$ cat src/rtl/lifo_pkg.sv
// Shared definitions for the parametrised LIFO stack.
//   lifo_op_t   - one-hot-free operation code produced by the per-cycle decode
//   count_width - number of bits needed to hold an occupancy of 0..depth
package lifo_pkg;

  typedef enum logic [2:0] {
    OP_IDLE,
    OP_PUSH,
    OP_POP,
    OP_PEEK,
    OP_REPLACE,
    OP_OVF,
    OP_UNF
  } lifo_op_t;

  // Occupancy runs 0..depth inclusive, so it needs one more code than depth.
  function automatic int count_width(input int depth);
    return $clog2(depth + 1);
  endfunction

endpackage

$ cat src/rtl/lifo_mem_sp.sv
// Storage array for the LIFO stack.
// Ports:
//   clk   - write clock
//   we    - write enable
//   waddr - write index
//   wdata - write data
//   raddr - read index (asynchronous read)
//   rdata - read data; zero when raddr is outside the array
module lifo_mem_sp #(
  parameter int WIDTH = 16,
  parameter int DEPTH = 8,
  parameter int AW    = $clog2(DEPTH)
) (
  input  logic             clk,
  input  logic             we,
  input  logic [AW-1:0]    waddr,
  input  logic [WIDTH-1:0] wdata,
  input  logic [AW-1:0]    raddr,
  output logic [WIDTH-1:0] rdata
);

  logic [WIDTH-1:0] mem [DEPTH];

  always_ff @(posedge clk) begin
    if (we) mem[waddr] <= wdata;
  end

  // With a non power-of-two depth the index space is larger than the array;
  // the out-of-range codes (only seen when the stack is empty) read as zero
  // so nothing undefined can reach the output register.
  always_comb begin
    rdata = '0;
    if (int'(raddr) < DEPTH) rdata = mem[raddr];
  end

endmodule

$ cat src/rtl/lifo_stack_param.sv
// Parametrised LIFO stack with replace-top, occupancy count, almost-full flag
// and sticky overflow/underflow error flags.
// Ports:
//   Clk_In, Reset_In      - clock and synchronous active-high reset
//   Data_In               - word to push
//   Push_In, Pop_In       - push / pop requests (both together = replace top)
//   Peek_In               - read top without removing it (ignored with push/pop)
//   Clear_Err_In          - clears the sticky error flags (a new error wins)
//   Data_Out              - registered read data, holds between reads
//   Data_Valid_Out        - one-cycle strobe, Data_Out was updated this cycle
//   LIFO_Count            - current occupancy
//   LIFO_Empty/Full/Almost_Full - status derived from LIFO_Count
//   Overflow_Err          - sticky: a push was dropped
//   Underflow_Err         - sticky: pop or peek on an empty stack
//
// Handshake: there is no back-pressure. Every request is acted on in the cycle
// it is presented; requests that cannot be honoured are dropped and recorded
// in the sticky error flags. Data_Valid_Out qualifies Data_Out for exactly one
// cycle, one cycle after the request.
module lifo_stack_param
  import lifo_pkg::*;
#(
  parameter int WIDTH     = 16,
  parameter int DEPTH     = 8,
  parameter int AF_THRESH = DEPTH - 1
) (
  input  logic                                Clk_In,
  input  logic                                Reset_In,
  input  logic [WIDTH-1:0]                    Data_In,
  input  logic                                Push_In,
  input  logic                                Pop_In,
  input  logic                                Peek_In,
  input  logic                                Clear_Err_In,
  output logic [WIDTH-1:0]                    Data_Out,
  output logic                                Data_Valid_Out,
  output logic [lifo_pkg::count_width(DEPTH)-1:0] LIFO_Count,
  output logic                                LIFO_Empty,
  output logic                                LIFO_Full,
  output logic                                LIFO_Almost_Full,
  output logic                                Overflow_Err,
  output logic                                Underflow_Err
);

  localparam int CW = count_width(DEPTH);
  localparam int AW = $clog2(DEPTH);

  logic [CW-1:0]    count;
  logic             empty;
  logic             full;
  lifo_op_t         op;
  logic [AW-1:0]    top_idx;
  logic [AW-1:0]    push_idx;
  logic [AW-1:0]    waddr;
  logic             we;
  logic [WIDTH-1:0] top_data;

  assign empty = (count == '0);
  assign full  = (count == CW'(DEPTH));

  // top_idx is only consumed when the stack is non-empty and push_idx only
  // when it is not full, so the truncations below never select a wrapped slot.
  assign top_idx  = AW'(count - CW'(1));
  assign push_idx = AW'(count);

  // Per-cycle decode in priority order. Push with pop on an empty stack falls
  // into the push branch; an empty stack is never full because DEPTH >= 2.
  always_comb begin
    op = OP_IDLE;
    if (Push_In && Pop_In && !empty) begin
      op = OP_REPLACE;
    end else if (Push_In) begin
      op = full ? OP_OVF : OP_PUSH;
    end else if (Pop_In) begin
      op = empty ? OP_UNF : OP_POP;
    end else if (Peek_In) begin
      op = empty ? OP_UNF : OP_PEEK;
    end
  end

  // Reset must also suppress the array write so a reset cycle changes nothing
  // but the registers it clears.
  assign we    = !Reset_In && ((op == OP_PUSH) || (op == OP_REPLACE));
  assign waddr = (op == OP_REPLACE) ? top_idx : push_idx;

  lifo_mem_sp #(
    .WIDTH (WIDTH),
    .DEPTH (DEPTH),
    .AW    (AW)
  ) u_mem (
    .clk   (Clk_In),
    .we    (we),
    .waddr (waddr),
    .wdata (Data_In),
    .raddr (top_idx),
    .rdata (top_data)
  );

  always_ff @(posedge Clk_In) begin
    if (Reset_In) begin
      count          <= '0;
      Data_Out       <= '0;
      Data_Valid_Out <= 1'b0;
      Overflow_Err   <= 1'b0;
      Underflow_Err  <= 1'b0;
    end else begin
      Data_Valid_Out <= 1'b0;
      if (Clear_Err_In) begin
        Overflow_Err  <= 1'b0;
        Underflow_Err <= 1'b0;
      end
      // Error sets come after the clear so a simultaneous new error wins.
      case (op)
        OP_PUSH: count <= count + CW'(1);
        OP_POP: begin
          Data_Out       <= top_data;
          Data_Valid_Out <= 1'b1;
          count          <= count - CW'(1);
        end
        OP_PEEK, OP_REPLACE: begin
          Data_Out       <= top_data;
          Data_Valid_Out <= 1'b1;
        end
        OP_OVF:  Overflow_Err  <= 1'b1;
        OP_UNF:  Underflow_Err <= 1'b1;
        default: ;
      endcase
    end
  end

  assign LIFO_Count       = count;
  assign LIFO_Empty       = empty;
  assign LIFO_Full        = full;
  assign LIFO_Almost_Full = (count >= CW'(AF_THRESH));

endmodule

$ cat config.mk
export PLATFORM = sky130hd
export DESIGN_NAME = lifo_stack_param
export DESIGN_NICKNAME = d
export VERILOG_FILES = /design/src/rtl/lifo_pkg.sv /design/src/rtl/lifo_mem_sp.sv /design/src/rtl/lifo_stack_param.sv
export SDC_FILE = /design/constraint.sdc
export NUM_CORES = 1
export LEC_CHECK = 0
export ABC_AREA = 0
export CAP_MARGIN = 20
export CORE_UTILIZATION = 50
export CTS_CLUSTER_SIZE = 8
export DETAILED_ROUTE_END_ITERATION = 8
export PLACE_DENSITY = 0.68
export SYNTH_ARGS = -nofsm -noshare
export SYNTH_HDL_FRONTEND = slang
export SYNTH_HIERARCHICAL = 1
export SYNTH_SLANG_ARGS = --single-unit
export TNS_END_PERCENT = 1
$ cat constraint.sdc
create_clock -name Clk_In -period 4.2 [get_ports Clk_In]
set_clock_uncertainty 0.2 [all_clocks]
set_input_delay 1.26 -clock Clk_In [delete_from_list [all_inputs] [get_ports Clk_In]]
set_output_delay 1.26 -clock Clk_In [all_outputs]
set_load 0.05 [all_outputs]
Word-level counts from Yosys, hierarchy flattened
Memories as Yosys holds them, arrays and structs flattened. A register that Yosys moved wholly into a read port is not among the register bits.
Index checks and enable logic that the tools add are counted.

operators by class
  $add $sub $neg = 2
  $lt $le $gt $ge = 1
  eq/ne operators = 7
  mux-type cells = 15
  reductions and logical operators = 11

operators by type and width
  kind                                                                                  number
  3-bit 2-to-1 mux                                                                      8
  3-bit == test (second input constant)                                                 3
  4-bit one-hot mux with 2 select lines                                                 1
  3-bit by 2-bit == test with 1-bit output (second input constant)                      2
  1-bit 2-to-1 mux                                                                      6
  2-bit nonzero test                                                                    3
  4-bit by 1-bit adder with 4-bit output (second input constant)                        1
  4-bit == test (second input constant)                                                 1
  4-bit by 3-bit greater-or-equal comparator with 1-bit output (second input constant)  1
  4-bit logical NOT                                                                     1
  4-bit by 1-bit subtractor with 4-bit output (second input constant)                   1
  3-bit by 1-bit == test with 1-bit output (second input constant)                      1
  1-bit logical AND                                                                     3
  3-bit OR reduction                                                                    1
  1-bit logical NOT                                                                     2
  1-bit logical OR                                                                      1

storage, ports and cells
  bits in registers = 7
  RAM bits = 128
  input port bits = 22
  output and inout bits = 26
  word-level logic and storage cells = 41
  memories kept = 1

memories
  memory     depth  width  rd ports  clocked after memory_dff  wr ports  RTL line           RTL
  u_mem.mem  8      16     1         1                         1         lifo_mem_sp.sv:22  logic [WIDTH-1:0] mem [DEPTH];

Logic depth before layout (Yosys ltp)
  depth in word-level cells = 11
  gate-level depth with buffers = 8
  mapped depth without buffers = 8

By module
Netlist, hierarchy kept.

modules (own cells, without submodules)
  module            instances  cells an instance  area an instance (µm²)  seq. area each (µm²)
  lifo_mem_sp       1          198                4973.5                  3843.7
  lifo_stack_param  1          113                1097.3                  460.4

Worst setup path after synthesis
No wires, ideal clock.

  path kind = input to register
  from = input port Reset_In
  to = memory u_mem.mem[4][0], enable pin
  setup time = 0.409 ns
  arrival time = 3.126 ns
  data required time = 3.591 ns
  setup slack = 0.465 ns
  cell stages on the path = 5
  buffers on the path = 2
  cells stage by stage = clkbuf_8 dlygate4sd1_1 a21oi_1 nand2_1 nor3_1

between the ends
  cells in the longest elaborated chain, start to end = 4

ends and longest elaborated chain
  item                                    RTL line                RTL
  start: declaration                      lifo_stack_param.sv:28  input logic Reset_In,
  1-bit logical NOT                       lifo_stack_param.sv:82  assign we = !Reset_In && ((op == OP_PUSH) || (op == OP_REPLACE));
  1-bit logical AND                       lifo_stack_param.sv:82
  named net we                            lifo_stack_param.sv:54  logic we;
  1-bit 2-to-1 mux                        lifo_mem_sp.sv:25       if (we) mem[waddr] <= wdata;
  1-bit 2-to-1 mux (implied by the code)  lifo_mem_sp.sv:25
  end: declaration                        lifo_mem_sp.sv:22

The timed path passes the listed nets, and every way through them passes these cells.

Final worst setup path
  from = register count[0], in the netlist LIFO_Count[0]
  to = output port LIFO_Almost_Full

between the ends
  cells in the longest elaborated chain, start to end = 1

ends and longest elaborated chain
  item                                                          RTL line                 RTL
  start: declaration                                            lifo_stack_param.sv:47   logic [CW-1:0] count;
  start signal: assignment                                      lifo_stack_param.sv:113  OP_PUSH: count <= count + CW'(1);
  start signal: assignment                                      lifo_stack_param.sv:117  count <= count - CW'(1);
  4-bit by 3-bit greater-or-equal comparator with 1-bit output  lifo_stack_param.sv:133  assign LIFO_Almost_Full = (count >= CW'(AF_THRESH));
  end: declaration                                              lifo_stack_param.sv:39   output logic LIFO_Almost_Full,

Every way passes these cells.

==> impl_metrics.ini <==
[drt]
vias_per_cell = 5.47
drt-pass1-iter-count = 7
drc = 6
drtAntennaViolNets = 0
first_iter_violations = 281
via_count = 2905
wl_per_cell_um = 20.2
routed_wl_um = 10700

[placement]
gp_congestion = 0.752
hpwl_um = 6130
portBuffers = 47
place_inst = 499

[worst_hold_path]
hp-class = reg -> reg
holdPathEnd = Underflow_Err
hp-start = Underflow_Err
min_path_cells = 2

[synth]
synth_cell_types = 43
syn_area_mm2 = 0.00607
async_flop_share_pct = 0
synth_edf_count = 128
post-synth-top-area-cell = edfxtp_1
syn_nets = 335
ys_seq_area_share_pct = 70.9
yosysWarnings = 6
synth_common_cells = edfxtp_1 (128), mux4_1 (28), nor2_1 (28), dfxtp_1 (23)
synthFlopType = edfxtp_1
synth_top_area_share_pct = 63.3
syn_area_per_cell_um2 = 19.5
yosysMostFrequentCell = edfxtp_1
synthTopCellsByArea = edfxtp_1 (63%), mux4_1 (12%), dfxtp_1 (7.6%)
ys_ff_latch = 151
synth_cells = 311

[critical_path]
crit_type = reg -> out
r2r_cells = 8
worstPathArrival_ps = 2030
start_kind = register
timing.rr.end = u_mem/mem[3][7]
required_ps = 2740
r2r_slack_ps = 1130
path_max_fanout = 8
end_kind = primary output
reg2reg_from = LIFO_Count[0]

[floorplan]
die_h_um = 112
initial_utilization_pct = 52.3
core_area_mm2 = 0.0116
rows = 39
dieArea_mm2 = 0.0126
pin_count = 48
die-width_um = 112

[run_status]
status = finished, violations left
violations = design-rule violations

[final_layout]
fin_cells = 531
antenna-diode-count = 0
fin_util_pct = 63.4
fin_nets = 399
syn2layout_area_growth_pct = 21.3
drive_gt1_share_pct = 19.3
multiInputGateArea_mm2 = 0.00161
nFillCells = 820
seqCellArea_mm2 = 0.00430

[timing]
rsz0062_at_grt = no
max-slew-margin-rel_pct = 42.9
drv_slew = 0
setup_viol = 0
hold_slack_ps = 289
min_period_ps = 3490
period_share_pct = 83.1
fmax_ghz = 0.287
worst_slew_pin_slew_ps = 856
tns_ps = 0
hold_violations = 0

[power]
vdd_ir_drop_max_mv = 0.337
power.density_mw_per_mm2 = 698
p_leak_uw = 0.00266
totalPowerFinal_uw = 5140

[global_routing]
grt.total_usage_pct = 18.6
antenna_found_initial = 0
grt_pass1_wl_um = 16700
grt_max_degree = 33
grt_overflow_total = 0
first_global_vias = 2983

[cts]
worstSkewPairLatency_ps = 410
cts_sinks = 151
cts_resized = 0
clk_pin_slew_ps = 60
cts_tree = done
post-cts-setup-buffers = 0
clock-root-buffer = clkbuf_16
cts_htree_levels = 4
cts_buffers = 17
cts.hold.buffers_added = 0
clockBufferDepth = 2

[flow_run]
maxCapViolations = 0
-- metrics by stage --
stage	instance area, um^2	setup WS (ps)
after floorplan	6070	465
final	7360	711
after detailed placement	6710	423
after CTS	7360	700
after global routing	7360	586
after global placement	6710	557
-- metal layers --
metal | global-route usage, % | wire (um) | share of wire [%]
met1 | 25.5 | 4900 | 46
met2 | 28.6 | 5180 | 48
met3 | 4.59 | 540 | 5.0
met4 | 8.18 | 100 | 0.93
met5 | 0 | 0 | 0
-- registers in the layout, indices dropped and copies added, names as in the netlist --
signal and count:
Data_Valid_Out 1, Overflow_Err 1, Data_Out 16, u_mem/mem 128
LIFO_Count 4, Underflow_Err 1
-- layout by cell type (no fill, tap or decap), types with 3 or more instances in the layout --
cell	instances
bufinv_16	4
clkdlybuf4s50_1	45
dfxtp_1	23
nor3_2	3
clkbuf_8	4
inv_1	6
mux2i_1	16
nor3_1	4
nand2b_1	4
clkbuf_16	18
nand3_1	3
mux4_2	4
nor2_1	28
mux4_1	28
mux2_2	16
buf_4	14
clkinv_2	4
nand2_1	4
edfxtp_1	128
-- worst max-delay path: stages (launching register included) --
cell             delay [ps]
dfxtp_1                 490
ha_1                    230
a21o_1                  120
clkdlybuf4s50_1         790
-- how the worst max path moves through the flow --
stage	from	end	slack, ps	cells past startpoint
floorplan	Reset_In	u_mem/mem[4][0]	470	5
global placement	Push_In	u_mem/mem[3][3]	560	6
detailed placement	Push_In	u_mem/mem[3][1]	420	6
CTS	LIFO_Count[0]	LIFO_Almost_Full	700	3
global route	LIFO_Count[0]	LIFO_Almost_Full	590	3
finish	LIFO_Count[0]	LIFO_Almost_Full	710	3
-- logic make-up (layout without fill, tap and decap cells) --
group / after synthesis / count (layout) / synth area share (%)
compound gates: 14 / 14 / 1.69
xor+xnor: 2 / 2 / 0.289
mux: 66 / 66 / 19.6
buf+inv: 23 / 100 / 2.93
fa+ha+maj: 2 / 2 / 0.412
simple gates: 53 / 53 / 4.20
flops: 151 / 151 / 70.9
-- power breakdown --
| group | switching [uW] | leakage [uW] | total [uW] | internal (uW) |
|---|---|---|---|---|
| clock | 545 | 0.000325 | 1640 | 1090 |
| combinational | 924 | 0.000987 | 1640 | 714 |
| sequential | 74.6 | 0.00134 | 1870 | 1790 |
| total | 1540 | 0.00266 | 5140 | 3600 |
-- cell type report --
type / count / share of cell area, %
clock buffer: 24 / 6.97
sequential: 151 / 58.4
inverter: 7 / 0.357
timing repair buffer: 61 / 8.09
multi-input combinational: 137 / 21.8
clock inverter: 8 / 1.90
tap: 143 / 2.43
Power figures use the tool's default switching activity.
==> edit: new RTL, config.mk and constraints unchanged <==
`DEPTH` is set to 8 in 2 places; all go to 4.
--- a/src/rtl/lifo_mem_sp.sv
+++ b/src/rtl/lifo_mem_sp.sv
@@ -9,5 +9,5 @@
 module lifo_mem_sp #(
   parameter int WIDTH = 16,
-  parameter int DEPTH = 8,
+  parameter int DEPTH = 4,
   parameter int AW    = $clog2(DEPTH)
 ) (
--- a/src/rtl/lifo_stack_param.sv
+++ b/src/rtl/lifo_stack_param.sv
@@ -22,5 +22,5 @@
 #(
   parameter int WIDTH     = 16,
-  parameter int DEPTH     = 8,
+  parameter int DEPTH     = 4,
   parameter int AF_THRESH = DEPTH - 1
 ) (
Interface: changed (resized LIFO_Count); port bits go from 48 to 47. No check against the original RTL was run, so the function may have changed too.
==> edit against the unedited design <==
  * The flow still finishes with violations (DRC)
  * Die area is 43% lower
  * Final cell count fell by 37%
  * Power fell by 46%
  * Sequential cell count decreased by 65
  * Setup slack worse by 0.051 ns
  * Combinational power is 31% lower
  * Global-route usage shrank 0.37 points
  * Final area down 44%
  * Register-to-register slack improved by 0.20 ns
  * Count of clock-buffer cells in the layout decreased by 15
  * Wire length shrank 45%
  * Area after synthesis down 44%
==> edit: results (changes against the unedited design) <==
.. list-table::
   :header-rows: 1

   * - Metric
     - Value
   * - Worst-skew pair later-pin latency
     - 0.35 ns (was 0.41 ns)
   * - Clock root buffer
     - sky130_fd_sc_hd__clkbuf_8 (was sky130_fd_sc_hd__clkbuf_16)
   * - Clock buffers created by TritonCTS
     - 9 (was 17)
   * - Global-route wire length before repair
     - 9459 um (was 16730 um)
   * - Result of the run
     - finished, violations left (unchanged)
   * - Gate count after technology mapping
     - 201 (was 311)
   * - Commonest cells in the netlist
     - sky130_fd_sc_hd__edfxtp_1 (64), sky130_fd_sc_hd__nor2_1 (25), sky130_fd_sc_hd__dfxtp_1 (22) (was sky130_fd_sc_hd__edfxtp_1 (128), sky130_fd_sc_hd__mux4_1 (28), sky130_fd_sc_hd__nor2_1 (28))
   * - Unique masters post-synth
     - 36 (was 43)
   * - Number of port buffers
     - 46 (was 47)
   * - Net count reported at finish
     - 281 (was 399)
   * - Post-route DRC violation count
     - 2 (was 6)
   * - Leakage
     - 1.530 nW (was 2.657 nW)
   * - Maximum level of the CTS H-tree
     - 3 (was 4)
   * - Cell count after placement
     - 321 (was 499)
   * - Top cells by area in the synthesized netlist
     - sky130_fd_sc_hd__edfxtp_1 (56%), sky130_fd_sc_hd__dfxtp_1 (13%), sky130_fd_sc_hd__mux4_2 (6.6%) (was sky130_fd_sc_hd__edfxtp_1 (63%), sky130_fd_sc_hd__mux4_1 (12%), sky130_fd_sc_hd__dfxtp_1 (7.6%))
   * - Via count of the first global-routing pass
     - 1854 (was 2983)
   * - Final RePlAce weighted congestion
     - 0.7765 (was 0.7517)
   * - Share of the yosys chip area belonging to registers
     - 69.16% (was 70.90%)
   * - Peak fanout along the critical path
     - 6 (was 8)
   * - Worst ir drop on vdd
     - 298.7 uV (was 336.7 uV)
   * - Wire length per cell
     - 17.51 um (was 20.19 um)
   * - Data arrival, critical path
     - 2.08 ns (was 2.03 ns)
   * - Setup slack at placement
     - 0.5708 ns (was 0.4235 ns)
   * - Register clock-pin slew on the reported worst setup and hold paths
     - 0.08 ns (was 0.06 ns)
   * - Failing checks
     - DRC (unchanged)
   * - Placement-stage cell area
     - 3929 sq um (was 6711 sq um)
   * - Iteration-0 DRC Markers
     - 73 (was 281)
   * - Min-Delay Startpoint
     - Data_Out[13]$_SDFFE_PP0P_ (was Underflow_Err$_SDFFE_PP0P_)
   * - Number of vias per cell
     - 5.540 (was 5.471)
   * - Post-synth EDFFs
     - 64 (was 128)
==> edit: cell count changes in the layout (fill, tap and decap cells not counted), sizes merged, moves of 3 or more <==
cell    before  now
buf         16    9
edfxtp     128   64
o21ai        3    6
nor3         7    2
mux4        32   16
clkbuf      24    9
nand2b       4    1
mux2        18    0
bufinv       4    1
nor2        28   25
a21oi        2    5
==> edit: final timing paths <==
check | endpoint | slack, ns | depth (start not counted)
worst max-delay path | LIFO_Almost_Full | 0.66 | 5
worst min-delay path | Data_Out[13]$_SDFFE_PP0P_ | 0.30 | 2
worst max register to register | u_mem/mem[3][6]$_DFFE_PP_ | 1.33 | 8
worst min register to register | Data_Out[13]$_SDFFE_PP0P_ | 0.30 | 2
==> edit: layout make-up <==
cell class              count  area (sq um)
flip-flops and latches     86          2362
fillers                   481          2333
multi-input cells          98         935.9
repair buffers             53         508.0
clock buffers               9         123.9
well taps                  77         96.34
clock inverters             7         72.57
inverters                   7         26.28
==> edit: power breakdown <==
group / internal, mW / leakage, nW / switching, mW / total (mW)
sequential: 1.05 / 0.761 / 0.0554 / 1.11
combinational: 0.449 / 0.666 / 0.680 / 1.13
clock: 0.278 / 0.103 / 0.286 / 0.563
==> edit: cell families after synthesis <==
group           synth area share (%)
buf+inv                        3.590
simple gates                   6.191
compound gates                 3.187
xor+xnor                      0.5129
fa+ha+maj                      1.465
flops                          69.16
mux                            15.90
==> edit: critical path: stages, from the launching register on <==
cell,delay [ns]
sky130_fd_sc_hd__dfxtp_1,0.47
sky130_fd_sc_hd__ha_1,0.19
sky130_fd_sc_hd__ha_1,0.13
sky130_fd_sc_hd__nor2_1,0.03
sky130_fd_sc_hd__o21ai_0,0.08
sky130_fd_sc_hd__clkdlybuf4s50_1,0.83
==> edit: layer usage <==
layer  global-route usage, %  wire [um]
met1                   22.79       2653
met2                   30.16       2864
met5                       0          0
met3                   5.801        291
met4                   6.626         93
==> edit: through the flow <==
step / util, % / power, mW
6_report: 63.87 / 2.798
5_1_grt: 63.87 / 2.953
4_1_cts: 63.87 / 2.830
3_5_place_dp: 60.83 / 2.261
3_3_place_gp: 60.83 / 2.250
2_1_floorplan: - / 1.983
